**src/rtl/i2s_rx_capture_if.sv**
```systemverilog
// i2s_rx_capture_if: write-only port into the SDRAM arbiter.
// The arbiter answers each held request with a one-cycle sdram_ac.
interface i2s_rx_capture_if #(
    parameter int ADDR_W = 25,
    parameter int DATA_W = 16
);
    logic              sdram_wr;
    logic [ADDR_W-1:0] sdram_addr;
    logic [DATA_W-1:0] sdram_data;
    logic              sdram_ac;

    modport master (
        output sdram_wr,
        output sdram_addr,
        output sdram_data,
        input  sdram_ac
    );

    modport slave (
        input  sdram_wr,
        input  sdram_addr,
        input  sdram_data,
        output sdram_ac
    );
endinterface

```
**src/rtl/i2s_rx_capture.sv**
```systemverilog
// i2s_rx_capture: I2S ADC deserialiser, sample FIFO and SDRAM writer.
// Optional I2S_RX_PEAK_EN adds a peak-magnitude output.
module i2s_rx_capture #(
    parameter int DATA_W     = 16,
    parameter int FIFO_DEPTH = 4,
    parameter int ADDR_W     = 25
) (
    input  logic              Clk50,
    input  logic              reset,
    input  logic              enable,
    input  logic [ADDR_W-1:0] base_addr,
    input  logic [ADDR_W-1:0] num_words,
    input  logic              LRClk,
    input  logic              SClk,
    input  logic              Din,
    i2s_rx_capture_if.master  sdram,
    output logic              busy,
    output logic              done,
    output logic              overflow
`ifdef I2S_RX_PEAK_EN
    ,
    output logic [DATA_W-2:0] peak
`endif
);
    localparam int PTR_W = $clog2(FIFO_DEPTH);
    localparam int CNT_W = $clog2(DATA_W + 1);
    localparam logic [CNT_W-1:0]  CNT_ONE  = 1;
    localparam logic [CNT_W-1:0]  CNT_LAST = CNT_W'(DATA_W - 1);
    localparam logic [CNT_W-1:0]  CNT_FULL = CNT_W'(DATA_W);
    localparam logic [PTR_W:0]    PTR_ONE  = 1;
    localparam logic [ADDR_W-1:0] ADDR_ONE = 1;

    typedef enum logic [2:0] {
        S_IDLE, S_ARM, S_CAPTURE, S_DRAIN, S_DONE
    } state_e;

    state_e state_q, state_d;

    logic [1:0] lr_s_q, lr_s_d;
    logic [1:0] sck_s_q, sck_s_d;
    logic [1:0] din_s_q, din_s_d;
    logic       sck_h_q, sck_h_d;
    logic       lr_prev_q, lr_prev_d;
    logic       en_prev_q, en_prev_d;

    logic [CNT_W-1:0]  bit_cnt_q, bit_cnt_d;
    logic [DATA_W-2:0] shift_q, shift_d;

    logic [ADDR_W-1:0] num_q, num_d;
    logic [ADDR_W-1:0] words_q, words_d;
    logic [ADDR_W-1:0] addr_q, addr_d;
    logic              ovf_q, ovf_d;
    logic              wr_q, wr_d;
    logic [DATA_W-1:0] data_q, data_d;

    logic [DATA_W-1:0] mem_q [FIFO_DEPTH];
    logic [DATA_W-1:0] mem_d [FIFO_DEPTH];
    logic [PTR_W:0]    wptr_q, wptr_d;
    logic [PTR_W:0]    rptr_q, rptr_d;

    logic              lr, din, sck_rise, lr_edge, left_start;
    logic              word_done, en_rise;
    logic [DATA_W-1:0] word;
    logic              empty, full, pop, push_req, accept;

    assign lr         = lr_s_q[1];
    assign din        = din_s_q[1];
    assign sck_rise   = sck_s_q[1] & ~sck_h_q;
    assign lr_edge    = sck_rise & (lr != lr_prev_q);
    assign left_start = lr_edge & ~lr;
    assign word_done  = sck_rise & ~lr_edge & (bit_cnt_q == CNT_LAST);
    assign word       = {shift_q, din};
    assign en_rise    = enable & ~en_prev_q;

    assign empty = (wptr_q == rptr_q);
    assign full  = (wptr_q[PTR_W] != rptr_q[PTR_W]) &&
                   (wptr_q[PTR_W-1:0] == rptr_q[PTR_W-1:0]);
    assign pop   = wr_q & sdram.sdram_ac;

    assign push_req = (state_q == S_CAPTURE) & word_done &
                      (words_q < num_q);
    // Pop frees a slot in the same edge, so a full FIFO still accepts.
    assign accept   = push_req & (~full | pop);

`ifdef I2S_RX_PEAK_EN
    localparam logic [DATA_W-2:0] MAG_ONE = 1;
    logic [DATA_W-2:0] peak_q, peak_d, mag;

    always_comb begin
        mag = word[DATA_W-2:0];
        if (word[DATA_W-1]) begin
            if (word[DATA_W-2:0] == '0) mag = '1;
            else mag = ~word[DATA_W-2:0] + MAG_ONE;
        end
        peak_d = peak_q;
        if (state_q == S_IDLE && en_rise) peak_d = '0;
        else if (accept && mag > peak_q) peak_d = mag;
    end

    always_ff @(posedge Clk50 or posedge reset) begin
        if (reset) peak_q <= '0;
        else       peak_q <= peak_d;
    end

    assign peak = peak_q;
`endif

    always_comb begin
        lr_s_d    = {lr_s_q[0], LRClk};
        sck_s_d   = {sck_s_q[0], SClk};
        din_s_d   = {din_s_q[0], Din};
        sck_h_d   = sck_s_q[1];
        en_prev_d = enable;
        lr_prev_d = lr_prev_q;
        bit_cnt_d = bit_cnt_q;
        shift_d   = shift_q;
        state_d   = state_q;
        num_d     = num_q;
        words_d   = words_q;
        addr_d    = addr_q;
        ovf_d     = ovf_q;
        wr_d      = wr_q;
        data_d    = data_q;
        mem_d     = mem_q;
        wptr_d    = wptr_q;
        rptr_d    = rptr_q;

        // First rise of a new slot carries the old slot's last bit.
        if (sck_rise) begin
            lr_prev_d = lr;
            if (lr != lr_prev_q) begin
                bit_cnt_d = '0;
            end else if (bit_cnt_q < CNT_FULL) begin
                bit_cnt_d = bit_cnt_q + CNT_ONE;
                shift_d   = {shift_q[DATA_W-3:0], din};
            end
        end

        if (accept) begin
            mem_d[wptr_q[PTR_W-1:0]] = word;
            wptr_d  = wptr_q + PTR_ONE;
            words_d = words_q + ADDR_ONE;
        end else if (push_req) begin
            ovf_d = 1'b1;
        end

        if (pop) begin
            wr_d   = 1'b0;
            rptr_d = rptr_q + PTR_ONE;
            addr_d = addr_q + ADDR_ONE;
        end else if (!wr_q && !empty) begin
            wr_d   = 1'b1;
            data_d = mem_q[rptr_q[PTR_W-1:0]];
        end

        unique case (state_q)
            S_IDLE: begin
                if (en_rise) begin
                    num_d   = num_words;
                    addr_d  = base_addr;
                    words_d = '0;
                    ovf_d   = 1'b0;
                    state_d = (num_words == '0) ? S_DONE : S_ARM;
                end
            end
            S_ARM: begin
                if (!enable)         state_d = S_DONE;
                else if (left_start) state_d = S_CAPTURE;
            end
            S_CAPTURE: begin
                if (words_q == num_q || !enable) state_d = S_DRAIN;
            end
            S_DRAIN: begin
                if (empty && !wr_q) state_d = S_DONE;
            end
            S_DONE: begin
                if (!enable) state_d = S_IDLE;
            end
            default: state_d = S_IDLE;
        endcase
    end

    always_ff @(posedge Clk50 or posedge reset) begin
        if (reset) begin
            state_q   <= S_IDLE;
            lr_s_q    <= '0;
            sck_s_q   <= '0;
            din_s_q   <= '0;
            sck_h_q   <= 1'b0;
            en_prev_q <= 1'b0;
            lr_prev_q <= 1'b0;
            bit_cnt_q <= '0;
            shift_q   <= '0;
            num_q     <= '0;
            words_q   <= '0;
            addr_q    <= '0;
            ovf_q     <= 1'b0;
            wr_q      <= 1'b0;
            data_q    <= '0;
            mem_q     <= '{default: '0};
            wptr_q    <= '0;
            rptr_q    <= '0;
        end else begin
            state_q   <= state_d;
            lr_s_q    <= lr_s_d;
            sck_s_q   <= sck_s_d;
            din_s_q   <= din_s_d;
            sck_h_q   <= sck_h_d;
            en_prev_q <= en_prev_d;
            lr_prev_q <= lr_prev_d;
            bit_cnt_q <= bit_cnt_d;
            shift_q   <= shift_d;
            num_q     <= num_d;
            words_q   <= words_d;
            addr_q    <= addr_d;
            ovf_q     <= ovf_d;
            wr_q      <= wr_d;
            data_q    <= data_d;
            mem_q     <= mem_d;
            wptr_q    <= wptr_d;
            rptr_q    <= rptr_d;
        end
    end

    assign sdram.sdram_wr   = wr_q;
    assign sdram.sdram_addr = addr_q;
    assign sdram.sdram_data = data_q;
    assign busy     = (state_q == S_ARM) || (state_q == S_CAPTURE) ||
                      (state_q == S_DRAIN);
    assign done     = (state_q == S_DONE);
    assign overflow = ovf_q;
endmodule
```
**src/flat_wrapper.sv**
```systemverilog
// flat-port wrapper written by rule: the top's interface ports become plain ports
module i2s_rx_capture_flat 
#(
    parameter int DATA_W     = 16,
    parameter int FIFO_DEPTH = 4,
    parameter int ADDR_W     = 25
)
  (Clk50, reset, enable, base_addr, num_words, LRClk, SClk, Din, busy, done, overflow, sdram_sdram_wr, sdram_sdram_addr, sdram_sdram_data, sdram_sdram_ac);
  i2s_rx_capture_if #(.ADDR_W(ADDR_W), .DATA_W(DATA_W)) sdram_i ();
  input  logic Clk50;
  input  logic reset;
  input  logic enable;
  input  logic [ADDR_W-1:0] base_addr;
  input  logic [ADDR_W-1:0] num_words;
  input  logic LRClk;
  input  logic SClk;
  input  logic Din;
  output logic busy;
  output logic done;
  output logic overflow;
  output wire logic [$bits(sdram_i.sdram_wr)-1:0] sdram_sdram_wr;
  output wire logic [$bits(sdram_i.sdram_addr)-1:0] sdram_sdram_addr;
  output wire logic [$bits(sdram_i.sdram_data)-1:0] sdram_sdram_data;
  input wire logic [$bits(sdram_i.sdram_ac)-1:0] sdram_sdram_ac;
  assign sdram_sdram_wr = sdram_i.sdram_wr;
  assign sdram_sdram_addr = sdram_i.sdram_addr;
  assign sdram_sdram_data = sdram_i.sdram_data;
  assign sdram_i.sdram_ac = sdram_sdram_ac;
  i2s_rx_capture #(.DATA_W(DATA_W), .FIFO_DEPTH(FIFO_DEPTH), .ADDR_W(ADDR_W)) u_core (.Clk50(Clk50), .reset(reset), .enable(enable), .base_addr(base_addr), .num_words(num_words), .LRClk(LRClk), .SClk(SClk), .Din(Din), .sdram(sdram_i), .busy(busy), .done(done), .overflow(overflow));
endmodule
```
**config.mk**
```make
export PLATFORM = sky130hd
export DESIGN_NAME = i2s_rx_capture_flat
export DESIGN_NICKNAME = d
export VERILOG_FILES = /design/src/rtl/i2s_rx_capture_if.sv /design/src/rtl/i2s_rx_capture.sv /design/src/flat_wrapper.sv
export SDC_FILE = /design/constraint.sdc
export NUM_CORES = 1
export LEC_CHECK = 0
export ABC_AREA = 0
export BUFFER_PORTS_ARGS = -buffer_cell sky130_fd_sc_hd__buf_2
export CORE_ASPECT_RATIO = 0.5
export CORE_MARGIN = 1
export CORE_UTILIZATION = 50
export DETAILED_ROUTE_END_ITERATION = 10
export PLACE_DENSITY = 0.7
export SLEW_MARGIN = 5
export SYNTH_ARGS = -nofsm -noshare
export SYNTH_HDL_FRONTEND = slang
export SYNTH_SLANG_ARGS = --single-unit
```
**constraint.sdc**
```tcl
create_clock -name Clk50 -period 12.96 [get_ports Clk50]
set_input_delay 3.24 -clock Clk50 [delete_from_list [all_inputs] [get_ports Clk50]]
set_output_delay 3.24 -clock Clk50 [all_outputs]
set_load 0.01 [all_outputs]
```
[Yosys cells after proc, flatten, opt, wreduce, memory -nomap -nowiden]
Cells that the tools add are included.
Storage, ports and cells
  word-level logic and storage cells: 113
  output and inout bits: 45
  bits in registers: 195
  input bits: 57
Cells by class
  add/sub/neg operators: 5
  magnitude comparators: 5
  equal/unequal tests: 15
  bitwise logic cells: 20
  reductions and logical operators: 19
  mux-type cells: 28
Operator list (number)
  25-bit two-way mux: 6
  64-bit bitwise mux: 1
  25-bit by 1-bit adder with 25-bit output, second input constant: 2
  16-bit two-way mux: 3
  16-bit binary-select mux with 2-bit select: 1
  16-bit demux with 2-bit select: 1
  25-bit == test: 1
  25-bit zero test: 1
  25-bit less-than comparator: 1
  3-bit two-way mux: 7
  3-bit one-hot mux with 5 select lines: 1
  1-bit bitwise AND: 10
  5-bit two-way mux: 2
  1-bit inverter: 7
  3-bit by 1-bit adder with 3-bit output, second input constant: 2
  3-bit by 2-bit == test with 1-bit output, second input constant: 2
  3-bit >= comparator, second input constant: 2
  1-bit two-way mux: 6
  2-bit inverter with 3-bit output: 2
  2-bit AND reduction: 3
  5-bit by 1-bit adder with 5-bit output, second input constant: 1
  5-bit by 4-bit == test with 1-bit output, second input constant: 1
  5-bit less-than comparator, second input constant: 1
  5-bit AND reduction: 1
  other kinds (16): 27

[Logic depth before layout (Yosys ltp)]
  word-level depth: 12
  mapped depth: 11
  gate-level depth less buffers: 9

[Worst setup path before layout]
Ideal clock, no wire load.
  path type: input to register
  start: input port sdram_sdram_ac
  end: register u_core.words_q[17]
  slack: 8.054 ns
  buffers on the path: 0
  cell stages on the path: 6
  arrival: 4.770 ns
  library setup time: 0.136 ns
  data required time: 12.824 ns
  path through: nand2_1 nand4_2 nand4_1 a2111oi_2 a31o_2 a21oi_1
Between the ends
  cells in the longest elaborated chain, start to end: 6
Ends and longest elaborated chain
  start, declared: line flat_wrapper.sv:24  | input wire logic [$bits(sdram_i.sdram_ac)-1:0] sdram_sdram_ac;
  1-bit bitwise AND *: line i2s_rx_capture.sv:78  | assign pop = wr_q & sdram.sdram_ac;
  1-bit bitwise OR *: line i2s_rx_capture.sv:83  | assign accept = push_req & (~full | pop);
  1-bit bitwise AND *: line i2s_rx_capture.sv:83
  25-bit two-way mux *: line i2s_rx_capture.sv:139  | if (accept) begin
  25-bit two-way mux: line i2s_rx_capture.sv:158  | if (en_rise) begin
  25-bit two-way mux *: line i2s_rx_capture.sv:156  | unique case (state_q)
  named net u_core.words_d[17]: line i2s_rx_capture.sv:50  | logic [ADDR_W-1:0] words_q, words_d;
  end signal, assigned: line i2s_rx_capture.sv:214  | words_q <= words_d;
  end, declared: line i2s_rx_capture.sv:50
The timed path passes the listed nets; every way through them passes the cells marked *.
A chain may end at the register's enable or synchronous reset.

[Worst setup path after layout]
  start: input port sdram_sdram_ac
  end: register u_core.words_q[16]
The elaborated chain is that of the path after synthesis.

==> out/results.md <==
- **combined area of the multi-input logic cells** 0.004161 mm^2
- **Post-CTS Hold Buffers** 0
- **minimum clock period after layout** 5.130 ns
- **number of CTS-inserted buffers** 17
- **worst reg2reg path endpoint** u_core.mem_q[21]
- **vias in the first global route** 6,478
- **predominant post-synthesis flop cell** sky130_fd_sc_hd__dfrtp_1
- **kind of critical path** input pin to flip-flop
- **WL final** 19,250 um
- **overall die height** 98.71 um
- **top library cells by usage in the layout, fill and taps aside** sky130_fd_sc_hd__dfrtp_1, sky130_fd_sc_hd__buf_2, sky130_fd_sc_hd__mux2_2
- **total vias in the final route** 6,414
- **worst rel slew slack** 0.2712
- **xor/xnor cell area share of the yosys netlist** 0.03278
- **number of cells on the worst reg-to-reg path** 9
- **power density over the cells** 168.0 mW/mm^2
- **share of the clock period used by the worst path** 0.3958
- **CTS Root Cell** sky130_fd_sc_hd__clkbuf_16
- **total routing usage reported by global routing** 0.2143
- **synthesis-to-finish area growth** 13.94%
- **proportion of synthesized chip area in sequential cells** 0.5217
- **mapped cell area** 0.009353 mm^2
- **Fin Clk Skew** 0.01799 ns
- **Post-synth EDFFs** 0
- **Min-Delay Endpoint** u_core.din_s_q[1]
- **Final ANT Viol Nets** 0
- **FP Rows** 34
- **area inside the core boundary** 0.01782 mm^2
- **x dimension of the die** 195.4 um
- **multiplexer fraction of the synthesized cell area** 0.1565
- **Least-Margin Pin Slew** 1.083 ns
- **start point of the critical path** sdram_sdram_ac
- **Net Count, Synth** 898
- **DRC violation count after routing** 0
- **share of synthesized cell area in and, or, nand and nor gates** 0.1248
- **cell depth of the worst hold path** 0
- **DR pass1 iterations** 5
- **Leakage** 5.071 nW
- **net total in the final layout** 990
- **final-report setup violation count** 0
- **half-perimeter wire length after detailed placement** 12,660 um
- **post-synth top area share** 0.5217
- **run status** finished clean
- **Setup crit start kind** input pin
- **Synth Warn #** 0
- **maximum number of pins on one net before global-route repair** 121
- **global route overflow** 0
- **I/O pins** 102
- **worst-skew pair later-pin latency** 0.44 ns
- **Netlist cell types** 53
- **largest family of logic cells by synthesized area** multiplexers
- **class of the most critical hold timing path** flip-flop to flip-flop
- **number of endpoints with negative hold slack in the final report** 0
- **routability congestion estimate from global placement** 0.8196
- **per-cell routed wire length** 16.80 um
- **antenna diode count** 0
- **post-CTS setup buffers** 0
- **Worst Path Max Fanout** 10
- **flip-flop and latch count after synthesis** 195
- **Clock Pin Slew Worst Setup and Hold Paths** 0.07 ns
- **cell taking the most area after synthesis** sky130_fd_sc_hd__dfrtp_1
- **layout cell share with drive strength beyond 1** 0.2917
- **Iter 0 DRT Violations** 389
- **average size of a mapped cell** 11.59 um^2
- **start of the worst register-to-register path** u_core.bit_cnt_q[1]
- **number of sinks driven by the clock tree** 195
- **most area-consuming cells after synthesis** sky130_fd_sc_hd__dfrtp_1, sky130_fd_sc_hd__mux2_2, sky130_fd_sc_hd__ha_1
- **Max clock buf depth** 2
- **Vias per Instance** 5.597
- **leading cell type in the layout, fill and taps excluded** sky130_fd_sc_hd__dfrtp_1
- **global-route wire length before repair** 32,750 um
- **clock tree from TritonCTS** yes
- **maximum vdd ir drop** 0.1011 mV
- **initial cell density of the core** 0.5247
- **adder and majority cell fraction of the synthesized area** 0.04548
- **Setup Total Neg Slack** 0 ns
- **antenna violations before repair** 0
- **Port Buf Inserts** 101
- **unrepaired setup endpoints after global routing** false
- **CP Data Arrival Time** 5.45 ns
- **compound-gate portion of the synthesized area** 0.08495
- **CP Data Required Time** 13.28 ns
- **final design utilization** 0.5979
- **number of resized instances in the post-cts repair step** 0
- **pins over their slew limit** 0
- **startpoint of the most critical hold path** u_core.din_s_q[0]
- **worst slack on hold paths** 0.3505 ns
- **area of all sequential standard cells** 0.004880 mm^2
- **async set or reset register ratio after synthesis** 1.000
- **max-cap viol count** 0
- **filler instances** 1,467
- **crit path capture type** flip-flop
- **minimum setup slack among reg-to-reg paths** 9.38 ns
- **Post-Syn Instances** 807
- **area of the die** 0.01929 mm^2
- **CTS HTree Levels** 4
- **FMAX** 194.9 MHz
metrics by stage:
| stage | total power [mW] | worst slack, ns | cell area, um^2 | cells |
|---|---|---|---|---|
| global route | 1.904 | 7.575 | 10660 | 1146 |
| floorplan | 1.116 | 4.408 | 9353 | 807 |
| detailed placement | 1.265 | 7.492 | 10050 | 1114 |
| global placement | 1.248 | 7.583 | 10050 | 1114 |
| CTS | 1.806 | 7.860 | 10660 | 1146 |
| finish | 1.790 | 7.830 | 10660 | 1146 |
cell type report:
class / count / area share
repair buffers: 106 / 0.05096
flip-flops and latches: 195 / 0.4579
inverters: 44 / 0.01620
clock buffers: 18 / 0.04027
well taps: 234 / 0.02747
clock inverters: 14 / 0.01667
multi-input cells: 535 / 0.3905
worst max-delay path, stage by stage:
cell                        delay, ns
sky130_fd_sc_hd__buf_2           0.10
sky130_fd_sc_hd__nand2_1         0.15
sky130_fd_sc_hd__nand4_2         0.31
sky130_fd_sc_hd__nand4_1         0.40
sky130_fd_sc_hd__a2111oi_2       0.84
sky130_fd_sc_hd__a21oi_1         0.18
sky130_fd_sc_hd__o21a_1          0.22
cell families after synthesis:
| logic type | count (synthesis) |
|---|---|
| XOR/XNOR | 35 |
| adder cells (fa/ha/maj) | 34 |
| AO/OA/AOI/OAI | 129 |
| flip-flops | 195 |
| multiplexers | 114 |
| buffers and inverters | 77 |
| AND/OR/NAND/NOR | 223 |
flip-flops by register name, summed over array words and instances (netlist names):
register                 count
u_core.bit_cnt_q             5
u_core.din_s_q               2
u_core.en_prev_q             1
u_core.lr_prev_q             1
u_core.lr_s_q                2
u_core.mem_q                64
u_core.num_q                25
u_core.overflow              1
u_core.rptr_q                3
u_core.sck_h_q               1
u_core.sck_s_q               2
u_core.sdram.sdram_addr     25
u_core.sdram.sdram_data     16
u_core.sdram.sdram_wr        1
u_core.shift_q              15
u_core.state_q               3
u_core.words_q              25
u_core.wptr_q                3
power breakdown:
part	switching (mW)	internal, mW
sequential	0.106	0.713
combinational	0.247	0.184
clock	0.275	0.265
total	0.628	1.16
layer usage:
metal	track usage	vias up	wire length [um]
met5	0	-	0
met4	0.05391	0	182
met3	0.03251	17	510
met2	0.3489	86	9165
met1	0.3040	3213	9394
li1	-	3098	-
how the worst max path moves through the flow:
stage,endpoint,slack (ns),cells after the start
after floorplan,u_core.bit_cnt_q[0],4.41,1
after global placement,u_core.words_q[18],7.58,7
after detailed placement,u_core.words_q[18],7.49,7
after CTS,u_core.words_q[16],7.86,7
after global routing,u_core.words_q[16],7.58,7
final,u_core.words_q[16],7.83,7
synthesized netlist by cell type, drive strengths merged (3+ instances only):
| cell type | number |
|---|---|
| ha | 34 |
| and3 | 16 |
| a21o | 3 |
| clkbuf | 22 |
| xor2 | 17 |
| o31ai | 15 |
| inv | 44 |
| nand3b | 5 |
| nand3 | 27 |
| nor4 | 11 |
| nor2 | 23 |
| xnor2 | 18 |
| mux2 | 98 |
| or4 | 14 |
| and4 | 5 |
| o21a | 3 |
| nor3 | 5 |
| dfrtp | 195 |
| nand2 | 90 |
| a21oi | 31 |
| mux4 | 16 |
| o21ai | 58 |
| buf | 11 |
| nand4 | 14 |
| nor2b | 3 |
(Power assumes the default switching activity.)
